**config.mk**
```make
export PLATFORM = sky130hd
export DESIGN_NAME = mem_cmd_writer
export DESIGN_NICKNAME = d
export VERILOG_FILES = /design/src/rtl/mem_cmd_writer_pkg.sv /design/src/rtl/mem_cmd_writer_btn_cond.sv /design/src/rtl/mem_cmd_writer.sv
export SDC_FILE = /design/constraint.sdc
export NUM_CORES = 1
export LEC_CHECK = 0
export BUFFER_PORTS_ARGS = -buffer_cell sky130_fd_sc_hd__buf_2
export CAP_MARGIN = 5
export CORE_MARGIN = 1
export CORE_UTILIZATION = 44
export DETAILED_ROUTE_END_ITERATION = 10
export MAX_ROUTING_LAYER = met4
export PLACE_DENSITY = 0.76
export SYNTH_ARGS = -nofsm -noshare
export SYNTH_HDL_FRONTEND = slang
export SYNTH_SLANG_ARGS = --single-unit
```
**constraint.sdc**
```tcl
create_clock -name clk -period 1.2 [get_ports clk]
set_clock_uncertainty 0.2 [all_clocks]
set_input_delay 0.06 -clock clk [delete_from_list [all_inputs] [get_ports clk]]
set_output_delay 0.06 -clock clk [all_outputs]
set_load 0.01 [all_outputs]
```
**src/rtl/mem_cmd_writer_pkg.sv**
```systemverilog
// mem_cmd_pkg: shared FSM state type and control-RAM address map for mem_cmd_writer
package mem_cmd_pkg;
    typedef enum logic {IDLE, WRITE} state_e;
    localparam int ADDR_ALGO = 0;
    localparam int ADDR_STARTPOS = 1;
endpackage

```
**src/rtl/mem_cmd_writer_btn_cond.sv**
```systemverilog
// btn_cond: button synchroniser, optional debouncer (BTN_DEBOUNCE_EN) and rising-edge pulse
module btn_cond #(
    parameter int SYNC_STAGES = 2,
    parameter int DEBOUNCE_CYC = 16
) (
    input  logic clk,
    input  logic rst,
    input  logic btn_i,
    output logic rise_o
);
    logic [SYNC_STAGES-1:0] sync_q;
    logic lvl;
    logic lvl_q;
    // shift the raw level through the synchroniser chain
    always_ff @(posedge clk or posedge rst) begin
        if (rst) sync_q <= '0;
        else sync_q <= {sync_q[SYNC_STAGES-2:0], btn_i};
    end
`ifdef BTN_DEBOUNCE_EN
    localparam int CNT_W = $clog2(DEBOUNCE_CYC + 1);
    logic [CNT_W-1:0] cnt_q;
    logic deb_q;
    // follow the synchronised level only after it has differed for DEBOUNCE_CYC cycles in a row
    always_ff @(posedge clk or posedge rst) begin
        if (rst) begin
            cnt_q <= '0;
            deb_q <= 1'b0;
        end else if (sync_q[SYNC_STAGES-1] == deb_q) begin
            cnt_q <= '0;
        end else if (cnt_q == CNT_W'(DEBOUNCE_CYC - 1)) begin
            cnt_q <= '0;
            deb_q <= sync_q[SYNC_STAGES-1];
        end else begin
            cnt_q <= cnt_q + 1'b1;
        end
    end
    assign lvl = deb_q;
`else
    assign lvl = sync_q[SYNC_STAGES-1];
`endif
    // delayed copy of the conditioned level for edge detection
    always_ff @(posedge clk or posedge rst) begin
        if (rst) lvl_q <= 1'b0;
        else lvl_q <= lvl;
    end
    assign rise_o = lvl & ~lvl_q;
endmodule

```
**src/rtl/mem_cmd_writer.sv**
```systemverilog
// mem_cmd_writer: queues button presses and writes algorithm/start-position bytes over a req/ack port (debounce via BTN_DEBOUNCE_EN)
module mem_cmd_writer
    import mem_cmd_pkg::*;
#(
    parameter int N_BTN = 3,
    parameter int ADDR_W = 16,
    parameter int DATA_W = 8,
    parameter int SYNC_STAGES = 2,
    parameter int DEBOUNCE_CYC = 16
) (
    input  logic              clk,
    input  logic              rst,
    input  logic [N_BTN-1:0]  btn,
    input  logic [DATA_W-1:0] byte_pos,
    input  logic              mem_ack,
    output logic              mem_we,
    output logic [ADDR_W-1:0] mem_addr,
    output logic [DATA_W-1:0] mem_data,
    output logic              busy,
    output logic              done,
    output logic              overrun
);
    localparam int IDX_W = $clog2(N_BTN);
    state_e state_q;
    logic [N_BTN-1:0] rise;
    logic [N_BTN-1:0] pending_q, pending_d, launch_mask;
    logic [IDX_W-1:0] sel;
    logic launch;
    logic [DATA_W-1:0] pos_q;
    logic [ADDR_W-1:0] cmd_addr, mem_addr_q;
    logic [DATA_W-1:0] cmd_data, mem_data_q;
    logic mem_we_q, done_q, overrun_q;
    for (genvar i = 0; i < N_BTN; i++) begin : g_btn
        btn_cond #(.SYNC_STAGES(SYNC_STAGES), .DEBOUNCE_CYC(DEBOUNCE_CYC)) u_cond (
            .clk(clk),
            .rst(rst),
            .btn_i(btn[i]),
            .rise_o(rise[i])
        );
    end
    // pick the lowest pending request and build its command; a same-cycle rise re-arms the launched bit
    always_comb begin
        sel = '0;
        for (int i = N_BTN - 1; i >= 0; i--) sel = pending_q[i] ? IDX_W'(i) : sel;
        launch = (state_q == IDLE) && (|pending_q);
        launch_mask = launch ? (N_BTN'(1) << sel) : '0;
        pending_d = (pending_q & ~launch_mask) | rise;
        cmd_addr = (sel == IDX_W'(N_BTN - 1)) ? ADDR_W'(ADDR_STARTPOS) : ADDR_W'(ADDR_ALGO);
        cmd_data = (sel == IDX_W'(N_BTN - 1)) ? pos_q : DATA_W'(int'(sel) + 1);
    end
    // request bookkeeping: pending mask, sticky overrun and start-position capture
    always_ff @(posedge clk or posedge rst) begin
        if (rst) begin
            pending_q <= '0;
            overrun_q <= 1'b0;
            pos_q <= '0;
        end else begin
            pending_q <= pending_d;
            overrun_q <= overrun_q | (|(rise & pending_q & ~launch_mask));
            if (rise[N_BTN-1]) pos_q <= byte_pos;
        end
    end
    // write FSM: launch from IDLE, hold the request in WRITE until acknowledged
    always_ff @(posedge clk or posedge rst) begin
        if (rst) begin
            state_q <= IDLE;
            mem_we_q <= 1'b0;
            mem_addr_q <= '0;
            mem_data_q <= '0;
            done_q <= 1'b0;
        end else begin
            done_q <= 1'b0;
            if (state_q == IDLE) begin
                if (launch) begin
                    state_q <= WRITE;
                    mem_we_q <= 1'b1;
                    mem_addr_q <= cmd_addr;
                    mem_data_q <= cmd_data;
                end
            end else if (mem_ack) begin
                state_q <= IDLE;
                mem_we_q <= 1'b0;
                done_q <= 1'b1;
            end
        end
    end
    assign mem_we = mem_we_q;
    assign mem_addr = mem_addr_q;
    assign mem_data = mem_data_q;
    assign busy = (state_q == WRITE);
    assign done = done_q;
    assign overrun = overrun_q;
endmodule

```
==> metrics.yaml, run 1 <==
syn_inst: 120
clk-insertion-delay-late_ns: 0.33
drt_iter0_markers: 28
hp-class: "input port to asynchronous set/reset pin"
die_h_um: 57.1
path_max_fanout: 5
power.leakage_uw: 0.000924
grtUsageTotal_pct: 16.7
cts_tree: "built"
grt_pass1_vias: 930
max_freq_mhz: 758
grt_max_degree: 34
power_uw: 2460
wl_um: 2360
antenna_found_initial: 0
post-route-drc-count: 8
firstDrtPassIters: 7
yosysSeqAreaShare_pct: 61.7
startpoint: "busy"
grt_pass1_wl_um: 3900
fin_ws_ns: -0.120
ys_types: 25
hold_viol: 0
max_cap_violations: 0
async_flop_share_pct: 100
final_cells: 202
grt_setup_unrepaired: "true"
gp_congestion: 0.895
ys_ff_latch: 33
final_net_count: 184
io_pins: 42
finalCritPeriodShare_pct: 110
viasPerCell: 4.73
cts_buffer_depth: 2
outcome: "finished, violations left"
io_buffer_count: 26
r2r_end: "overrun"
p_per_area_nw_per_um2: 1410
die_width_um: 57.1
dpl.cell_count: 178
critical_path_class: "register to register"
drtAntennaViolNets: 0
drive_gt1_share_pct: 32.7
cts_inserted_buffers: 5
hpwl_um: 1610
num_rows: 19
wire_per_inst_um: 11.7
syn_avg_cell_area_um2: 11.1
initial_core_util_pct: 47.3
arrival_ns: 1.32
die-area_um2: 3260
regToRegStartpoint: "busy"
cp-start-kind: "register"
synth_area_um2: 1340
crit_path_end: "overrun"
grt_overflow: 0
end_kind: "register"
cts_root_buffer: "clkbuf_4"
diodes: 0
irDropWorstVdd_uv: 776
setup_tns_ns: -0.981
holdWs_ns: 0.144
clkSinkCount: 33
synth_ff_type: "dfrtp_1"
finalSetupViolCount: 13
rrSetupSlack_ns: -0.12
fin_crit_ns: 1.32
violations: "DRC, setup timing"
synth-edff-count: 0
reg2regPathDepth: 3
synth_warnings: 0
htree_levels: 2
coreArea_um2: 2830
synthToLayoutAreaGrowth_pct: 30.3
slew_viol_final: 0
required_ns: 1.20
vias: 955
clk_pin_slew_ns: 0.10
fillers: 237
## area by class of cell
cell class | count | area (µm²) | area share (%)
clock buffer | 6 | 41.3 | 2.37
clock inverter | 2 | 10.0 | 0.574
inverter | 6 | 22.5 | 1.29
multi-input combinational | 74 | 430 | 24.7
sequential | 33 | 828 | 47.5
tap | 31 | 38.8 | 2.23
timing repair buffer | 50 | 372 | 21.3
## cell families (layout without fill, tap and decap cells)
group | Yosys count | in the layout | share of synthesized area [%]
buffers and inverters | 27 | 64 | 13.6
other | 1 | 15 | 0.280
multiplexers | 1 | 1 | 0.748
flip-flops | 33 | 33 | 61.7
AND/OR/NAND/NOR | 41 | 41 | 14.2
AO/OA/AOI/OAI | 17 | 17 | 9.45
## synthesized netlist by cell type, drive strengths merged, types with 2 or more instances
master | count | area [µm²]
nor2 | 2 | 7.51
inv | 6 | 22.5
nor2b | 2 | 12.5
a21oi | 2 | 10.0
dfrtp | 33 | 826
o221ai | 2 | 17.5
a22o | 6 | 52.6
nor3 | 2 | 20.0
nand2 | 28 | 105
clkbuf | 2 | 7.51
nand2b | 3 | 18.8
o21ai | 3 | 15.0
buf | 19 | 151
## sequential cells by signal (all words and copies together), names as in the netlist
| name | count |
|---|---|
| mem_data | 8 |
| pos_q | 8 |
| g_btn.u_cond.sync_q | 6 |
| g_btn.u_cond.lvl_q | 3 |
| pending_q | 3 |
| busy | 1 |
| done | 1 |
| mem_addr | 1 |
| mem_we | 1 |
| overrun | 1 |
## per-layer routing
layer	vias up	global-route usage, %	wire length, µm
met3	0	6.80	128
met1	465	18.6	982
met5	-	-	0
li1	459	-	-
met4	0	4.18	0
met2	31	27.9	1240
## worst min path at each step
stage | endpoint | cells past startpoint | slack [ns]
after floorplan | g_btn[0].u_cond.sync_q[0] | 0 | -0.11
after global placement | g_btn[1].u_cond.sync_q[0] | 3 | -0.05
final | g_btn[1].u_cond.sync_q[1] | 4 | 0.14
after CTS | g_btn[1].u_cond.sync_q[1] | 4 | 0.14
after global routing | g_btn[2].u_cond.sync_q[0] | 2 | 0.16
after detailed placement | g_btn[1].u_cond.sync_q[1] | 3 | -0.03
## layout by cell type (no fill, tap or decap), drive strengths merged, types with 3 or more instances in the layout
| cell | synthesis | final |
|---|---|---|
| buf | 19 | 37 |
| o21ai | 3 | 3 |
| inv | 6 | 6 |
| nand2b | 3 | 3 |
| dlygate4sd3 | 0 | 13 |
| conb | 1 | 15 |
| nand2 | 28 | 28 |
| dfrtp | 33 | 33 |
| clkbuf | 2 | 6 |
| a22o | 6 | 6 |
## critical path, cell delays in order, from the launching register on
cell and delay, ns:
dfrtp_2 0.46, buf_4 0.15, o31ai_2 0.23, o221ai_1 0.15
## where the power goes
part | switching [µW] | internal, µW | leakage, µW
Combinational | 262 | 275 | 0.000497
Sequential | 95.3 | 1240 | 0.000396
Clock | 361 | 223 | 0.0000320
## per-stage QoR
stage	instance area [µm²]	util [%]	setup WS, ns
6_report	1740	61.6	-0.120
5_1_grt	1740	61.6	-0.177
4_1_cts	1710	60.3	-0.121
3_5_place_dp	1460	51.6	-0.184
3_3_place_gp	1460	51.6	-0.171
2_1_floorplan	1400	-	-0.132
## timing repair
item | CTS | global route
gates resized for setup | 15 | 8
pin swaps | 7 | 3
cloned | 0 | 0
hold buffers | 13 | 0
hold endpoints to repair | 47 | 0
setup buffers | 2 | 1
endpoints found under the setup margin | 21 | 20
No activity file was read; power rests on OpenSTA's default activity.
==> inputs of run 2 (changes only) <==
- CORE_UTILIZATION: 44 -> 25
- PLACE_DENSITY: 0.76 -> 0.5
==> metrics.yaml, run 2 (synthesized netlist as in run 1, its figures left out) <==
hp-class: "register to register"
setup_tns_ns: -0.807
clk-insertion-delay-late_ns: 0.28
diodes: 0
power.leakage_uw: 0.000941
end_kind: "register"
p_int_uw: 2040
grt_overflow: 0
p_seq_share_pct: 48.3
violations: "setup timing"
power.switching_uw: 753
critical_path_class: "register to register"
path_max_fanout: 7
layout_common_cells: "30 x dfrtp_1, 28 x nand2_1, 26 x buf_2"
place_area_um2: 1520
antenna_found_initial: 0
grt_pass1_wl_um: 4120
arrival_ns: 1.25
num_rows: 26
drt_iter0_markers: 34
finalSetupViolCount: 13
multi_input_area_um2: 442
fin_crit_ns: 1.28
slew_viol_final: 0
drtAntennaViolNets: 0
clkSinkCount: 33
regArea_um2: 830
cts_root_buffer: "clkbuf_8"
die_width_um: 75.1
coreArea_um2: 5140
wl_um: 2560
p_per_area_nw_per_um2: 1510
max_freq_mhz: 781
grt_pass1_vias: 936
required_ns: 1.17
finalCritPeriodShare_pct: 107
irDropWorstVdd_uv: 759
fin_area_um2: 1840
hpwl_um: 1700
post-route-drc-count: 0
final_cells: 241
synthToLayoutAreaGrowth_pct: 37.9
vias: 924
cts_inserted_buffers: 5
firstDrtPassIters: 4
power_frac_clock_pct: 32.4
die-area_um2: 5650
cts_tree: "built"
io_buffer_count: 26
dpl.cell_count: 218
fillers: 540
grt_max_degree: 34
outcome: "finished, violations left"
mostFrequentLayoutCell: "dfrtp_1"
p_comb_share_pct: 19.2
io_pins: 42
hold_viol: 0
max_cap_violations: 0
clk_pin_slew_ns: 0.06
cp-start-kind: "register"
drive_gt1_share_pct: 35.1
gp_congestion: 0.734
cts_buffer_depth: 2
viasPerCell: 3.83
final_net_count: 184
grtUsageTotal_pct: 10.4
grt_setup_unrepaired: "true"
fin_ws_ns: -0.0810
wire_per_inst_um: 10.6
initial_core_util_pct: 26.0
die_h_um: 75.1
htree_levels: 2
swShare_pct: 27.0
==> run 2: cell count changes in the layout (fill, tap and decap cells not counted), sizes merged <==
cell and change:
clkbuf +1, clkinv -1
==> run 2: power by group through the flow <==
stage,clock (µW),sequential [µW],combinational (µW)
floorplan,0,1360,289
global placement,0,1350,423
detailed placement,0,1360,430
CTS,944,1340,488
global route,1000,1370,597
finish,905,1350,536
==> run 2: what timing repair did <==
item / in CTS / in global routing
setup buffers: 0 / 2
gates resized for setup: 8 / 16
hold buffers: 13 / 0
setup endpoints to repair: 21 / 23
endpoints found under the hold margin: 47 / 0
pin swaps: 7 / 5
==> run 2: final timing paths <==
| check | from | to | slack, ns | cells past startpoint |
|---|---|---|---|---|
| worst max register to register | busy | mem_data[5] | -0.08 | 2 |
| min in group asynchronous | rst | g_btn[2].u_cond.sync_q[1] | 0.19 | 4 |
| worst min-delay path | g_btn[2].u_cond.sync_q[0] | g_btn[2].u_cond.sync_q[1] | 0.15 | 0 |
| worst max-delay path | busy | mem_data[5] | -0.08 | 2 |
| worst min register to register | g_btn[2].u_cond.sync_q[0] | g_btn[2].u_cond.sync_q[1] | 0.15 | 0 |
| max in group asynchronous | rst | busy | 0.29 | 4 |
==> run 2: metrics by stage <==
stage | hold slack, ns | setup WS [ns] | power [µW] | util (%)
after floorplan | -0.109 | -0.132 | 1650 | -
after global placement | -0.0420 | -0.162 | 1780 | 29.5
after detailed placement | -0.0341 | -0.190 | 1790 | 29.5
after CTS | 0.157 | -0.141 | 2770 | 34.4
after global routing | 0.168 | -0.141 | 2960 | 35.9
final | 0.153 | -0.0810 | 2790 | 35.9
==> run 2: critical path, cell delays in order (launching register included) <==
cell     delay [ns]
dfrtp_2        0.45
or2_4          0.29
a22o_1         0.22
==> run 2: cell type report <==
type | count | area share (%)
clock buffers | 7 | 5.22
clock inverters | 1 | 0.271
inverters | 6 | 1.22
multi-input cells | 74 | 23.9
flip-flops and latches | 33 | 45.0
well taps | 70 | 4.75
repair buffers | 50 | 19.6
==> run 2: per-layer routing <==
metal	vias up	GRT usage [%]	wire, µm
li1	457	-	-
met1	434	12.1	1090
met3	8	3.21	105
met4	0	6.17	59
met2	25	16.0	1310
met5	-	-	0
